## config.mk

```make
export PLATFORM = sky130hd
export DESIGN_NAME = axis_wide_uart
export DESIGN_NICKNAME = d
export VERILOG_FILES = /design/src/rtl/axis_wide_uart_pkg.sv /design/src/rtl/axis_wide_uart_fifo.sv /design/src/rtl/axis_wide_uart.sv
export SDC_FILE = /design/constraint.sdc
export NUM_CORES = 1
export LEC_CHECK = 0
export ABC_CLOCK_PERIOD_IN_PS = 6850
export BUFFER_PORTS_ARGS = -buffer_cell sky130_fd_sc_hd__clkbuf_2
export CORE_MARGIN = 10
export CORE_UTILIZATION = 55
export DETAILED_ROUTE_END_ITERATION = 10
export PLACE_DENSITY_LB_ADDON = 0.25
export SYNTH_ARGS = -nofsm -noshare
export SYNTH_HDL_FRONTEND = slang
export SYNTH_HIERARCHICAL = 1
export SYNTH_SLANG_ARGS = --single-unit
export TNS_END_PERCENT = 50
```

## constraint.sdc

```tcl
create_clock -name clk -period 6.85 [get_ports clk]
set_input_delay 1.37 -clock clk [delete_from_list [all_inputs] [get_ports clk]]
set_output_delay 1.37 -clock clk [all_outputs]
set_load 0.01 [all_outputs]
```

## src/rtl/axis_wide_uart_pkg.sv

```systemverilog
// axis_wide_uart_pkg: shared FSM state types, frame length and counter-width helper.
// AXIS_WIDE_UART_PARITY_EN adds an even-parity bit to every frame (11 bits instead of 10).
package axis_wide_uart_pkg;
`ifdef AXIS_WIDE_UART_PARITY_EN
  localparam int FRAME_BITS = 11;
`else
  localparam int FRAME_BITS = 10;
`endif
  typedef enum logic [2:0] {TX_IDLE, TX_START, TX_DATA, TX_PARITY, TX_STOP} tx_state_t;
  typedef enum logic [2:0] {RX_IDLE, RX_START, RX_DATA, RX_PARITY, RX_STOP} rx_state_t;
  function automatic int cw(input int n);
    return (n > 1) ? $clog2(n) : 1;
  endfunction
endpackage

```

## src/rtl/axis_wide_uart_fifo.sv

```systemverilog
// axis_wide_uart_fifo: synchronous word FIFO, pop takes effect before push so a full FIFO accepts push+pop.
// Ports: clk, rst (async, active-high), i_push/i_data write side, i_pop read request,
//        o_data head word (0 when empty), o_valid non-empty, o_full.
module axis_wide_uart_fifo
  import axis_wide_uart_pkg::*;
#(
  parameter int W     = 64,
  parameter int DEPTH = 4
) (
  input  logic         clk,
  input  logic         rst,
  input  logic         i_push,
  input  logic [W-1:0] i_data,
  input  logic         i_pop,
  output logic [W-1:0] o_data,
  output logic         o_valid,
  output logic         o_full
);
  localparam int AW = cw(DEPTH);
  logic [W-1:0] r_mem [DEPTH];
  logic [AW-1:0] r_wr, r_rd;
  logic [AW:0] r_cnt;
  logic w_pop, w_push;
  assign o_valid = r_cnt != '0;
  assign o_full  = r_cnt == (AW+1)'(DEPTH);
  assign o_data  = o_valid ? r_mem[r_rd] : '0;
  assign w_pop   = i_pop && o_valid;
  assign w_push  = i_push && (!o_full || w_pop);
  always_ff @(posedge clk)
    if (w_push) r_mem[r_wr] <= i_data;
  always_ff @(posedge clk or posedge rst)
    if (rst) begin
      r_wr  <= '0;
      r_rd  <= '0;
      r_cnt <= '0;
    end else begin
      if (w_push) r_wr <= r_wr + AW'(1);
      if (w_pop) r_rd <= r_rd + AW'(1);
      r_cnt <= r_cnt + (AW+1)'(w_push) - (AW+1)'(w_pop);
    end
endmodule

```

## src/rtl/axis_wide_uart.sv

```systemverilog
// axis_wide_uart: AXI-Stream word <-> UART byte-stream bridge with RX word FIFO and error reporting.
// Ports: clk, rst (async, active-high); s_axis_* word to transmit; m_axis_* received word;
//        RsRx/RsTx serial pins; rx_frame_err/rx_parity_err 1-cycle pulses; rx_overflow sticky.
// AXIS_WIDE_UART_PARITY_EN enables even parity per byte; otherwise 8N1 and rx_parity_err is 0.
module axis_wide_uart
  import axis_wide_uart_pkg::*;
#(
  parameter int DATA_W        = 64,
  parameter int CLKS_PER_BIT  = 868,
  parameter int RX_FIFO_DEPTH = 4
) (
  input  logic              clk,
  input  logic              rst,
  input  logic [DATA_W-1:0] s_axis_tdata,
  input  logic              s_axis_tvalid,
  output logic              s_axis_tready,
  output logic [DATA_W-1:0] m_axis_tdata,
  output logic              m_axis_tvalid,
  input  logic              m_axis_tready,
  input  logic              RsRx,
  output logic              RsTx,
  output logic              rx_frame_err,
  output logic              rx_parity_err,
  output logic              rx_overflow
);
  localparam int NB = DATA_W / 8;
  localparam int CW = cw(CLKS_PER_BIT);
  localparam int BW = cw(NB);
  localparam logic [CW-1:0] C_LAST  = CW'(CLKS_PER_BIT - 1);
  localparam logic [CW-1:0] C_EARLY = CW'(CLKS_PER_BIT - 2);
  localparam logic [CW-1:0] C_HALF  = CW'(CLKS_PER_BIT / 2 - 1);
  localparam logic [BW-1:0] B_LAST  = BW'(NB - 1);

  tx_state_t r_tx_st;
  logic [CW-1:0] r_tx_cnt;
  logic [2:0] r_tx_bit;
  logic [BW-1:0] r_tx_byte;
  logic [DATA_W-1:0] r_tx_sh;
  logic r_tx_par;
  logic w_tx_tick;
  assign w_tx_tick = r_tx_cnt == C_LAST;

  // The last stop bit hands over to TX_IDLE one cycle early so a waiting word is
  // accepted exactly as that stop bit ends: consecutive words leave no idle gap.
  always_ff @(posedge clk or posedge rst)
    if (rst) begin
      r_tx_st       <= TX_IDLE;
      RsTx          <= 1'b1;
      s_axis_tready <= 1'b0;
      r_tx_cnt      <= '0;
      r_tx_bit      <= '0;
      r_tx_byte     <= '0;
      r_tx_sh       <= '0;
      r_tx_par      <= 1'b0;
    end else begin
      r_tx_cnt <= (r_tx_st == TX_IDLE || w_tx_tick) ? '0 : r_tx_cnt + CW'(1);
      case (r_tx_st)
        TX_IDLE:
          if (s_axis_tready && s_axis_tvalid) begin
            r_tx_st       <= TX_START;
            RsTx          <= 1'b0;
            s_axis_tready <= 1'b0;
            r_tx_sh       <= s_axis_tdata;
            r_tx_byte     <= '0;
          end else s_axis_tready <= 1'b1;
        TX_START:
          if (w_tx_tick) begin
            r_tx_st  <= TX_DATA;
            RsTx     <= r_tx_sh[0];
            r_tx_par <= r_tx_sh[0];
            r_tx_sh  <= r_tx_sh >> 1;
            r_tx_bit <= '0;
          end
        TX_DATA:
          if (w_tx_tick) begin
            if (r_tx_bit == 3'd7) begin
`ifdef AXIS_WIDE_UART_PARITY_EN
              r_tx_st <= TX_PARITY;
              RsTx    <= r_tx_par;
`else
              r_tx_st <= TX_STOP;
              RsTx    <= 1'b1;
`endif
            end else begin
              RsTx     <= r_tx_sh[0];
              r_tx_par <= r_tx_par ^ r_tx_sh[0];
              r_tx_sh  <= r_tx_sh >> 1;
              r_tx_bit <= r_tx_bit + 3'd1;
            end
          end
`ifdef AXIS_WIDE_UART_PARITY_EN
        TX_PARITY:
          if (w_tx_tick) begin
            r_tx_st <= TX_STOP;
            RsTx    <= 1'b1;
          end
`endif
        TX_STOP:
          if (r_tx_byte == B_LAST && r_tx_cnt == C_EARLY) begin
            r_tx_st       <= TX_IDLE;
            s_axis_tready <= 1'b1;
          end else if (w_tx_tick) begin
            r_tx_st   <= TX_START;
            RsTx      <= 1'b0;
            r_tx_byte <= r_tx_byte + BW'(1);
          end
        default: r_tx_st <= TX_IDLE;
      endcase
    end

  rx_state_t r_rx_st;
  logic r_rx_s1, r_rx_s2, r_rx_d;
  logic [CW-1:0] r_rx_cnt;
  logic [2:0] r_rx_bit;
  logic [BW-1:0] r_rx_idx;
  logic [7:0] r_rx_byte;
  logic [DATA_W-1:0] r_rx_word;
  logic r_rx_bad;
  logic w_rx_tick, w_push, w_full;
  logic [DATA_W+7:0] w_rx_cat;
  logic [DATA_W-1:0] w_rx_next;
  assign w_rx_tick = r_rx_cnt == C_LAST;
  assign w_push    = r_rx_st == RX_STOP && w_rx_tick && r_rx_s2 && !r_rx_bad && r_rx_idx == B_LAST;
  // Bytes shift in from the top, so after NB bytes the first one sits in [7:0].
  assign w_rx_cat  = {r_rx_byte, r_rx_word};
  assign w_rx_next = w_rx_cat[DATA_W+7:8];

`ifndef AXIS_WIDE_UART_PARITY_EN
  assign rx_parity_err = 1'b0;
`endif

  always_ff @(posedge clk or posedge rst)
    if (rst) begin
      r_rx_s1      <= 1'b1;
      r_rx_s2      <= 1'b1;
      r_rx_d       <= 1'b1;
      r_rx_st      <= RX_IDLE;
      r_rx_cnt     <= '0;
      r_rx_bit     <= '0;
      r_rx_idx     <= '0;
      r_rx_byte    <= '0;
      r_rx_word    <= '0;
      r_rx_bad     <= 1'b0;
      rx_frame_err <= 1'b0;
      rx_overflow  <= 1'b0;
`ifdef AXIS_WIDE_UART_PARITY_EN
      rx_parity_err <= 1'b0;
`endif
    end else begin
      r_rx_s1      <= RsRx;
      r_rx_s2      <= r_rx_s1;
      r_rx_d       <= r_rx_s2;
      rx_frame_err <= 1'b0;
`ifdef AXIS_WIDE_UART_PARITY_EN
      rx_parity_err <= 1'b0;
`endif
      r_rx_cnt <= (r_rx_st == RX_IDLE || w_rx_tick) ? '0 : r_rx_cnt + CW'(1);
      if (w_push && w_full && !m_axis_tready) rx_overflow <= 1'b1;
      case (r_rx_st)
        RX_IDLE: if (r_rx_d && !r_rx_s2) r_rx_st <= RX_START;
        RX_START:
          if (r_rx_cnt == C_HALF) begin
            r_rx_st  <= r_rx_s2 ? RX_IDLE : RX_DATA;
            r_rx_cnt <= '0;
            r_rx_bit <= '0;
            r_rx_bad <= 1'b0;
          end
        RX_DATA:
          if (w_rx_tick) begin
            r_rx_byte <= {r_rx_s2, r_rx_byte[7:1]};
            r_rx_bit  <= r_rx_bit + 3'd1;
`ifdef AXIS_WIDE_UART_PARITY_EN
            if (r_rx_bit == 3'd7) r_rx_st <= RX_PARITY;
`else
            if (r_rx_bit == 3'd7) r_rx_st <= RX_STOP;
`endif
          end
`ifdef AXIS_WIDE_UART_PARITY_EN
        RX_PARITY:
          if (w_rx_tick) begin
            r_rx_st <= RX_STOP;
            if (r_rx_s2 != ^r_rx_byte) begin
              r_rx_bad      <= 1'b1;
              rx_parity_err <= 1'b1;
              r_rx_idx      <= '0;
            end
          end
`endif
        RX_STOP:
          if (w_rx_tick) begin
            r_rx_st <= RX_IDLE;
            if (!r_rx_s2) begin
              rx_frame_err <= 1'b1;
              r_rx_idx     <= '0;
            end else if (!r_rx_bad) begin
              r_rx_word <= w_rx_next;
              r_rx_idx  <= (r_rx_idx == B_LAST) ? '0 : r_rx_idx + BW'(1);
            end
          end
        default: r_rx_st <= RX_IDLE;
      endcase
    end

  axis_wide_uart_fifo #(.W(DATA_W), .DEPTH(RX_FIFO_DEPTH)) u_fifo (
    .clk    (clk),
    .rst    (rst),
    .i_push (w_push),
    .i_data (w_rx_next),
    .i_pop  (m_axis_tready),
    .o_data (m_axis_tdata),
    .o_valid(m_axis_tvalid),
    .o_full (w_full)
  );
endmodule

```

==> results_dict.tcl <==
set metrics [dict create \
    grt_max_degree 87 \
    stdcell_count 1649 \
    muxShareOfSynthArea 0.205 \
    setup_slack_ns 2.45 \
    globalplace.congestion 0.726 \
    netlist_area_um2 18000 \
    clockBufferDepth 3 \
    yosysWarnings 6 \
    drv_slew 0 \
    row_count 66 \
    cts_tree "yes" \
    die_h_um 201 \
    final_util 0.634 \
    finish.instance_area_um2 20500 \
    vias 9043 \
    finalNetCount 1259 \
    status "completed" \
    swShare 0.228 \
    worst-setup-path-type "flop to output pin" \
    diodes 0 \
    yosysTopAreaCell "edfxtp_1" \
    ys_seq_area_frac 0.678 \
    pin_count 139 \
    rsz0062_at_grt "no" \
    seqPwrFrac 0.506 \
    post-dp-hpwl_um 20600 \
    fp.dieArea_um2 40400 \
    synth-compound-area-share 0.0147 \
    use_met1 0.218 \
    drc 0 \
    synth_top_family_by_area "multiplexers" \
    cts-root-buf "clkbuf_16" \
    grt_util_met3 0.0431 \
    cts_max_level 2 \
    cp.required_ns 5.48 \
    arrival_ns 3.03 \
    post_cts_resized 0 \
    yosys.area_share.simple 0.0556 \
    syn_avg_cell_area_um2 17.5 \
    place_ws_ns 2.92 \
    holdWs_ns 0.362 \
    cts_buffers 44 \
    fill_cells 2329 \
    dpl_cell_area_um2 19000 \
    synth-edff-count 256 \
    synth_fa_ha_area_frac 0.0136 \
    cts_hold_repair.buffers 0 \
    floorplan.initialDensity 0.556 \
    max_freq_ghz 0.227 \
    core-area_um2 32400 \
    critPathMaxFanout 40 \
    critPathBufInv 2 \
    skew_ns 0.0143 \
    max_stage_delay_ns 0.97 \
    register_area_um2 12200 \
    synth_flop_cell "edfxtp_1" \
    cts_setup_buffers 0 \
    power.density_nw_per_um2 284 \
    busiest_layer "met2" \
    start_kind "flop" \
    path_cells "buf_4 > mux4_2 > and2_1 > clkbuf_2" \
    slowest_stage "dfrtp_4" \
    setup_violations 0 \
    grt-ovfl-total 0 \
    p_comb_frac 0.078 \
    netlist_instances 1031 \
    tns_ns 0 \
    synth_nets 1119 \
    synth_xor_xnor_area_share 0.0107 \
    drt_iter0_drc 416 \
    min_period_ns 4.40 \
    placed_cells 1567 \
    grt_pass1_vias 9719 \
    p_leak_nw 8.84 \
    hold_viol_final 0 \
    maxCapViolations 0 \
    avgRoutedWirePerCell_um 20.1 \
    ant_nets 0 \
    hp-class "flop to flop" \
    synth_cell_types 57 \
    internal_power_mw 4.50 \
    worst_slew_margin_rel 0.221 \
    ir_drop_mv 0.216 \
    area_growth_pct 14.0 \
    drive_above_1_share 0.413 \
    die_width_um 201 \
    crit_family "flip-flops" \
    endpoint_kind "output pin" \
    ys_seq_elements 436 \
    synth_area_leaders "edfxtp_1 43%, dfrtp_1 24%, mux2_2 12%" \
    finalPower_mw 5.83 \
    viasPerCell 5.48 \
    multi_input_area_um2 5410 \
    clock_sinks 436 \
    synthArstFlopShare 0.413 \
    wirelength_um 33200 \
    switching_power_mw 1.33 \
    clk_pin_slew_worst_paths_ns 0.06 \
    synth.top_cell.area_share 0.427 \
    grt_usage 0.166 \
    met2_usage 0.272 \
    grt_pass1_wl_um 54500 \
    clk_latency_ns 0.54 \
    min_period_over_period 0.642 \
    portBuffers 137 \
    clockPowerShare 0.416 \
    dr.pass1.iters 4 \
    antenna_found_initial 0 \
    worst_slew_pin_slew_ns 1.16 \
]
==> placed cells by master (no fill, tap or decap), types with 6 or more instances in the layout <==
cell type	count
clkbuf_2	137
mux4_2	64
inv_1	24
xnor2_1	15
clkbuf_16	44
xor2_1	7
nor2_1	28
edfxtp_1	256
nor2b_1	9
buf_4	11
clkbuf_1	9
nor3_1	6
nand2_1	17
dfrtp_1	174
mux2_2	191
bufinv_16	6
nand3_1	13
clkinv_2	14
and2_1	67
a21oi_1	8
ha_1	18
==> worst register-to-register path, cell delays in order (launching register included) <==
cell,delay [ns]
dfrtp_1,0.41
ha_1,0.23
and4bb_2,0.27
nand4_1,0.23
or2_2,0.37
nor2_1,0.09
a21boi_2,0.33
and2_2,0.94
buf_4,0.55
==> power by group through the flow <==
stage / logic (mW) / registers (mW) / clock network (mW)
final: 0.454 / 2.95 / 2.43
after detailed placement: 0.471 / 3.01 / 0
after global placement: 0.461 / 3.01 / 0
after floorplan: 0.480 / 2.89 / 0
after CTS: 0.471 / 2.96 / 2.48
after global routing: 0.504 / 2.98 / 2.60
==> cell families (layout without fill, tap and decap cells) <==
kind of cell | after synthesis | after routing
AOI/OAI and AO/OA | 35 | 35
and+or+nand+nor | 175 | 175
buffers and inverters | 79 | 255
DFF | 436 | 436
muxes | 264 | 264
other | 1 | 1
xor gates and xnor gates | 22 | 22
adders and majority gates | 19 | 19
==> cell usage after synthesis (2+ instances only) <==
cell       count
nand3b_1       3
nand2_1       17
nor4_1         2
ha_1          18
buf_6         11
and4b_1        2
dfrtp_1      176
nor2_1        28
or3_1          3
and2_1        71
nand4_1        4
buf_2         17
o21ai_0        3
mux2_2       191
mux2_1         5
o2bb2ai_1      3
nor3_1         6
nand2b_1       2
a22oi_1        3
clkbuf_1      23
a21o_1         3
mux4_2        64
buf_1          2
a31oi_1        3
xor2_1         7
inv_1         25
nor3b_1        2
xnor2_1       15
a21oi_1        8
nor2b_1       10
o31ai_1        2
and3_1         3
mux2i_1        4
dfstp_2        4
edfxtp_1     256
nand3_1       13
or2_2          2
==> final timing paths <==
check / start / to / cells after the start / slack [ns]
worst max register to register: r_rx_cnt[0]$_DFF_PP0_ / u_fifo/r_mem[2][9]$_DFFE_PP_ / 8 / 3.08
max in group asynchronous: rst / r_tx_sh[29]$_DFFE_PP0P_ / 3 / 4.67
worst min-delay path: r_rx_s1$_DFF_PP1_ / r_rx_s2$_DFF_PP1_ / 0 / 0.36
worst min register to register: r_rx_s1$_DFF_PP1_ / r_rx_s2$_DFF_PP1_ / 0 / 0.36
worst max-delay path: u_fifo/r_rd[0]$_DFFE_PP0P_ / m_axis_tdata[8] / 4 / 2.45
min in group asynchronous: rst / u_fifo/r_cnt[0]$_DFF_PP0_ / 2 / 0.81
==> routing by layer <==
metal | share of wire | up-vias
met5 | 0 | -
met4 | 0.017 | 0
met3 | 0.064 | 43
met2 | 0.49 | 200
met1 | 0.43 | 4645
li1 | - | 4155
==> cell type report <==
| class | instances | area share |
|---|---|---|
| clock inverters | 26 | 0.0153 |
| inverters | 25 | 0.00482 |
| clock buffers | 56 | 0.0573 |
| repair buffers | 148 | 0.0374 |
| multi-input cells | 516 | 0.264 |
| well taps | 442 | 0.0269 |
| flip-flops and latches | 436 | 0.595 |
==> sequential cells by signal, summed over array words and instances, names as in the netlist, 8 cells and up <==
name          count
r_rx_byte         8
r_rx_cnt         10
r_rx_word        56
r_tx_cnt         10
r_tx_sh          64
u_fifo/r_mem    256
(Power assumes the default switching activity.)
